File: config.mk
export PLATFORM = sky130hd
export DESIGN_NAME = oam_dma_controller
export DESIGN_NICKNAME = d
export VERILOG_FILES = /design/src/rtl/oam_dma_controller.sv
export SDC_FILE = /design/constraint.sdc
export NUM_CORES = 1
export LEC_CHECK = 0
export ABC_CLOCK_PERIOD_IN_PS = 2600
export CORE_ASPECT_RATIO = 0.75
export CORE_MARGIN = 2
export CORE_UTILIZATION = 40
export CTS_CLUSTER_SIZE = 8
export DETAILED_ROUTE_END_ITERATION = 12
export DONT_BUFFER_PORTS = 1
export GPL_TIMING_DRIVEN = 0
export PLACE_DENSITY = 0.56
export SYNTH_ARGS = -nofsm -noshare
export SYNTH_HDL_FRONTEND = slang
export SYNTH_SLANG_ARGS = --single-unit
export TNS_END_PERCENT = 50
File: constraint.sdc
create_clock -name clock -period 2.6 [get_ports clock]
set_clock_uncertainty 0.05 [all_clocks]
set_input_delay 0.39 -clock clock [delete_from_list [all_inputs] [get_ports clock]]
set_output_delay 0.39 -clock clock [all_outputs]
set_load 0.05 [all_outputs]
File: src/rtl/oam_dma_controller.sv
// OAM DMA controller: on a CPU write to $4014 it halts the CPU and copies one
// 256-byte page to $2004 as alternating read/write bus cycles.
module oam_dma_controller (
    input  logic        clock,
    input  logic        reset,
    input  logic [15:0] cpu_addr,
    input  logic [7:0]  cpu_data_out,
    input  logic        cpu_rw,
    input  logic [7:0]  bus_data_in,
    output logic [15:0] bus_addr,
    output logic [7:0]  bus_data_out,
    output logic        bus_rw,
    output logic        cpu_rdy,
    output logic        dma_active
);

    localparam logic [15:0] DMA_TRIGGER_ADDR = 16'h4014;
    localparam logic [15:0] OAM_DATA_ADDR    = 16'h2004;

    typedef enum logic [2:0] {
        ST_IDLE,
        ST_HALT,
        ST_ALIGN,
        ST_READ,
        ST_WRITE
    } state_e;

    state_e      state_q;
    logic        parity_q;
    logic [7:0]  page_q;
    logic [7:0]  count_q;
    logic [7:0]  data_q;
    logic        start_req;

    // Only a CPU write to the trigger register starts a transfer; reads and other
    // addresses are ordinary bus traffic.
    assign start_req = (cpu_rw == 1'b0) && (cpu_addr == DMA_TRIGGER_ADDR);

    // NOTE: every register here uses non-blocking assignment so all of them
    // update together on the clock edge, whatever order the statements are in.
    always_ff @(posedge clock or posedge reset) begin
        if (reset) begin
            state_q  <= ST_IDLE;
            parity_q <= 1'b0;
            page_q   <= 8'h00;
            count_q  <= 8'h00;
            data_q   <= 8'h00;
        end else begin
            parity_q <= ~parity_q;
            case (state_q)
                ST_IDLE: begin
                    if (start_req) begin
                        page_q  <= cpu_data_out;
                        count_q <= 8'h00;
                        state_q <= ST_HALT;
                    end
                end
                // The next cycle's parity is ~parity_q; a read must land on a
                // parity-0 cycle, otherwise burn one extra alignment cycle.
                ST_HALT:  state_q <= parity_q ? ST_READ : ST_ALIGN;
                ST_ALIGN: state_q <= ST_READ;
                ST_READ: begin
                    data_q  <= bus_data_in;
                    state_q <= ST_WRITE;
                end
                ST_WRITE: begin
                    count_q <= count_q + 8'd1;
                    state_q <= (count_q == 8'hFF) ? ST_IDLE : ST_READ;
                end
                default: state_q <= ST_IDLE;
            endcase
        end
    end

    // Handshake flags depend on registered state only, so the CPU never sees
    // a combinational path from its own bus to its ready input.
    assign cpu_rdy    = (state_q == ST_IDLE);
    assign dma_active = ~cpu_rdy;

    // NOTE: each output gets a default before the case so no path leaves it
    // unassigned, which would otherwise infer a latch.
    always_comb begin
        bus_addr     = cpu_addr;
        bus_data_out = cpu_data_out;
        bus_rw       = cpu_rw;
        case (state_q)
            ST_IDLE: ;
            ST_HALT, ST_ALIGN: begin
                bus_rw       = 1'b1;
                bus_data_out = 8'h00;
            end
            ST_READ: begin
                bus_addr     = {page_q, count_q};
                bus_rw       = 1'b1;
                bus_data_out = 8'h00;
            end
            ST_WRITE: begin
                bus_addr     = OAM_DATA_ADDR;
                bus_rw       = 1'b0;
                bus_data_out = data_q;
            end
            default: ;
        endcase
    end

endmodule

== After elaboration in Yosys (flattened, before gate mapping) ==
Index checks and enable logic that the tools add are counted.
Cells by class
  add/subtract/negate cells: 1
  equal/unequal tests: 7
  mux-type cells: 9
  bitwise logic cells: 3
  reductions and logical operators: 6
Operators by type and width (count)
  case mux 16 bit (2 select lines): 1
  case mux 8 bit (2 select lines): 2
  equality test 16 x 15 -> 1 bit (second input constant): 1
  case mux 3 bit (5 select lines): 1
  adder 8 x 1 -> 8 bit (second input constant): 1
  equality test 8 bit (second input constant): 1
  2-to-1 mux 8 bit: 1
  equality test 3 x 2 -> 1 bit (second input constant): 2
  AND reduction 2 bit: 2
  equality test 3 x 1 -> 1 bit (second input constant): 1
  equality test 3 bit (second input constant): 1
  zero test 3 bit: 1
  2-to-1 mux 3 bit: 1
  NOT 1 bit: 3
  OR reduction 3 bit: 1
  2-to-1 mux 2 bit: 1
  inequality test 2 x 1 -> 1 bit (second input constant): 1
  case mux 1 bit (2 select lines): 1
  nonzero test 2 bit: 1
  logical AND 1 bit: 1
  2-to-1 mux 1 bit: 1
Word-level totals
  flip-flop bits (word level): 28
  bits of input ports: 35
  output and inout bits: 27
  word-level logic and storage cells: 31

== Logic depth before layout (Yosys ltp) ==
  depth after elaboration: 4
  depth in mapped cells: 6
  depth with buffers taken out: 5

== Worst setup path before layout ==
OpenSTA, ideal clock, no wires.
  kind: register to output
  start point: register state_q[0]
  end point: output bus_data_out[0]
  data arrival time: 2.250 ns
  required time: 2.160 ns
  slack: -0.090 ns
  cell stages (with the launch flop): 6
  cells stage by stage: dfrtp_1 buf_2 nor2_1 buf_2 nand2_1 o21ai_0
Between the ends
  longest elaborated chain between the ends: 3
  elaborated cells on any way between the ends: 6
Ends and longest elaborated chain
  start, declared: RTL line 28  | state_e state_q;
  start signal, assigned: RTL line 60  | ST_HALT: state_q <= parity_q ? ST_READ : ST_ALIGN;
  start signal, assigned: RTL line 68  | state_q <= (count_q == 8'hFF) ? ST_IDLE : ST_READ;
  equality test 3 x 2 -> 1 bit / equality test 3 x 1 -> 1 bit (equally long branches): RTL line 86  | case (state_q)
  OR reduction 3 bit (no source line)
  case mux 8 bit (2 select lines) (*): RTL line 86
  end, declared: RTL line 11  | output logic [7:0] bus_data_out,
Mark *: on every way between the ends. The rest lies on a longest branch, timed or not.

== Final worst setup path ==
  start point: register state_q[2]
  end point: register page_q[2]
Between the ends
  longest elaborated chain between the ends: 2
Ends and longest elaborated chain
  zero test 3 bit
  named net cpu_rdy: RTL line 13  | output logic cpu_rdy,
  AND reduction 2 bit (no source line)
  end signal, assigned: RTL line 53  | page_q <= cpu_data_out;
  end, declared: RTL line 30  | logic [7:0] page_q;
The timed path passes the listed nets, and every way through them passes these cells.
A chain may end at the register's enable or synchronous reset.

==> reports/qor.yml <==
route:
  drtIter0Drc: 84
  num_vias: 1365
  viasPerCell: 6.01
  wl_per_cell_um: 19.6
  wl_um: 4460
  ant_nets: 0
  drc: 0
  first_pass_iters: 4
synthesis:
  synth.avg_cell_area_um2: 10.0
  syn-num-nets: 203
  ys.flop_type: "dfrtp_1"
  synth_warnings: 0
  synth_area_mm2: 0.00168
  ys_ff_latch: 28
  postSynth.asyncResetShare: 1.00
  synth_cell_types: 39
  syn_inst: 167
  synth_seq_area_share: 0.418
  synth_edf_count: 0
floorplan:
  die_h_um: 60.1
  die_width_um: 78.8
  row_count: 20
  die-area_mm2: 0.00473
  io_pins: 62
  coreArea_mm2: 0.00403
  start_util: 0.416
timing:
  hold_viol: 0
  fmax_ghz: 0.387
  setup_violations: 0
  worst_pin_slew_ns: 1.06
  setup_tns_ns: 0
  drv_slew: 0
  fin_crit_sh: 0.994
  slew_headroom: 0.293
  rsz0062_at_grt: "true"
  fin_crit_ns: 2.58
placed_design:
  place_congestion: 0.829
  dp_hpwl_um: 3370
  io_buffers: 0
  place_area_mm2: 0.00175
final_layout:
  design_area_mm2: 0.00193
  diodes: 0
  nets: 209
  final_common_cell: "dfrtp_1"
  most-common-layout-cells: "28 x dfrtp_1, 25 x nand2_1, 15 x mux2_2"
  syn_to_final_growth_pct: 15.0
  drive_gt1_frac: 0.395
  final_core_util: 0.479
setup_path:
  r2r_start: "state_q[2]"
  worst-path-buf-inv: 1
  cpLargestDelayFamily: "simple AND/OR/NAND/NOR gates"
  critPathLaunchType: "flop"
  r2r_setup_slack_ns: 0.02
  critPathMaxFanout: 10
  required_ns: 2.72
  critPathCaptureType: "flop"
  crit_top_cell: "nor3_4"
  cp_slowest_stage_delay_ns: 0.66
  worstPathArrival_ns: 2.71
  critPathKind: "reg -> reg"
  slowest_stage: "nor3_4"
  startpoint: "state_q[2]"
  worstPathCellList: "nor3_4 > inv_2 > nor3_4 > mux2_4"
pwr:
  irDropWorstVdd_v: 0.000657
  p_per_area_mw_per_mm2: 1340
  p_leak_nw: 0.834
worst_hold_path:
  worstHoldPathType: "in -> reg"
  hold_start: "cpu_data_out[7]"
clock_network:
  cts-htree-levels: 1
  cts_sinks: 28
  cts_setup_buffers: 0
  clk_pin_slew_ns: 0.10
  cts_buffer_depth: 2
  holdBufCountCts: 0
  clock_latency_ns: 0.27
  clockRootBuffer: "clkbuf_8"
  cts_made_buffers: 3
  cts_tree: "yes"
  cts_resized: 23
global_routing:
  grt.overflow.total: 0
  grt_pass1_wl_um: 7130
  grtUsageTotal: 0.200
  grt_pass1_vias: 1322
  grt_start_max_net_pins: 29
  antenna_found_initial: 0
flow_run:
  cap_violations: 0
status:
  outcome: "complete, no violations"
[registers in the layout, indices dropped and copies added, names as in the netlist]
register	cells
data_q	8
count_q	8
page_q	8
parity_q	1
state_q	3
[report_power, final]
part	internal, mW	total (mW)	switching (mW)	leakage [nW]
sequential	0.541	0.623	0.0823	0.361
combinational	0.430	1.62	1.19	0.436
clock	0.206	0.346	0.140	0.0357
total	1.18	2.59	1.41	0.834
[worst reg2reg max path: stages (launching register included)]
cell     delay (ns)
dfrtp_1        0.50
nor3_4         0.61
inv_2          0.31
nor3_4         0.66
mux2_4         0.36
[cell usage after synthesis, drive strengths merged (3+ instances only)]
library cell,number,area share
dfrtp,28,0.42
nand2,28,0.063
mux2,23,0.17
o21ai,15,0.045
a22o,14,0.073
nor2,8,0.019
buf,5,0.019
clkbuf,5,0.011
nand3,5,0.015
nor3,5,0.025
inv,3,0.0067
xor2,3,0.016
[path summary, 6_finish.rpt]
| path | depth (start not counted) | to |
|---|---|---|
| max | 4 | page_q[2] |
| min | 1 | page_q[7] |
| max reg2reg | 4 | page_q[2] |
| min reg2reg | 1 | parity_q |
| max in group asynchronous | 1 | state_q[2] |
| min in group asynchronous | 1 | data_q[2] |
[per-stage QoR]
| stage | cells | hold WS [ns] | power, mW | worst slack (ns) |
|---|---|---|---|---|
| after floorplan | 167 | 0.345 | 1.90 | -0.0902 |
| after global placement | 222 | 0.359 | 2.06 | -0.384 |
| after detailed placement | 223 | 0.370 | 2.11 | -0.278 |
| after CTS | 227 | 0.196 | 2.53 | 0.0359 |
| after global routing | 227 | 0.178 | 2.73 | -0.0642 |
| final | 227 | 0.202 | 2.59 | 0.0151 |
[cells by family (layout without fill, tap and decap cells)]
family | Yosys count | count (layout) | share of synthesized area
AOI/OAI and AO/OA | 35 | 35 | 0.143
xor gates and xnor gates | 4 | 4 | 0.0209
adders and majority gates | 1 | 1 | 0.00746
buffers and inverters | 13 | 18 | 0.0366
DFF | 28 | 28 | 0.418
muxes | 25 | 25 | 0.184
and+or+nand+nor | 61 | 61 | 0.190
[final cells by class]
class / count / area, um2
Clock buffer: 3 / 41.3
Timing Repair Buffer: 1 / 7.51
Buffer: 10 / 57.6
Multi-Input combinational cell: 126 / 1010
Clock inverter: 1 / 30.0
Sequential cell: 28 / 701
Fill cell: 385 / 2100
Inverter: 3 / 11.3
Tap cell: 55 / 68.8
[routing by layer]
layer  wire, um  vias to the layer above  track usage  part of all wire
met5          0                        -            0                 0
met4         37                        0       0.0376            0.0083
met3        479                        4       0.0770              0.11
met2       2010                       60        0.308              0.45
met1       1930                      687        0.271              0.43
li1           -                      614            -                 -
Power figures use the tool's default switching activity.
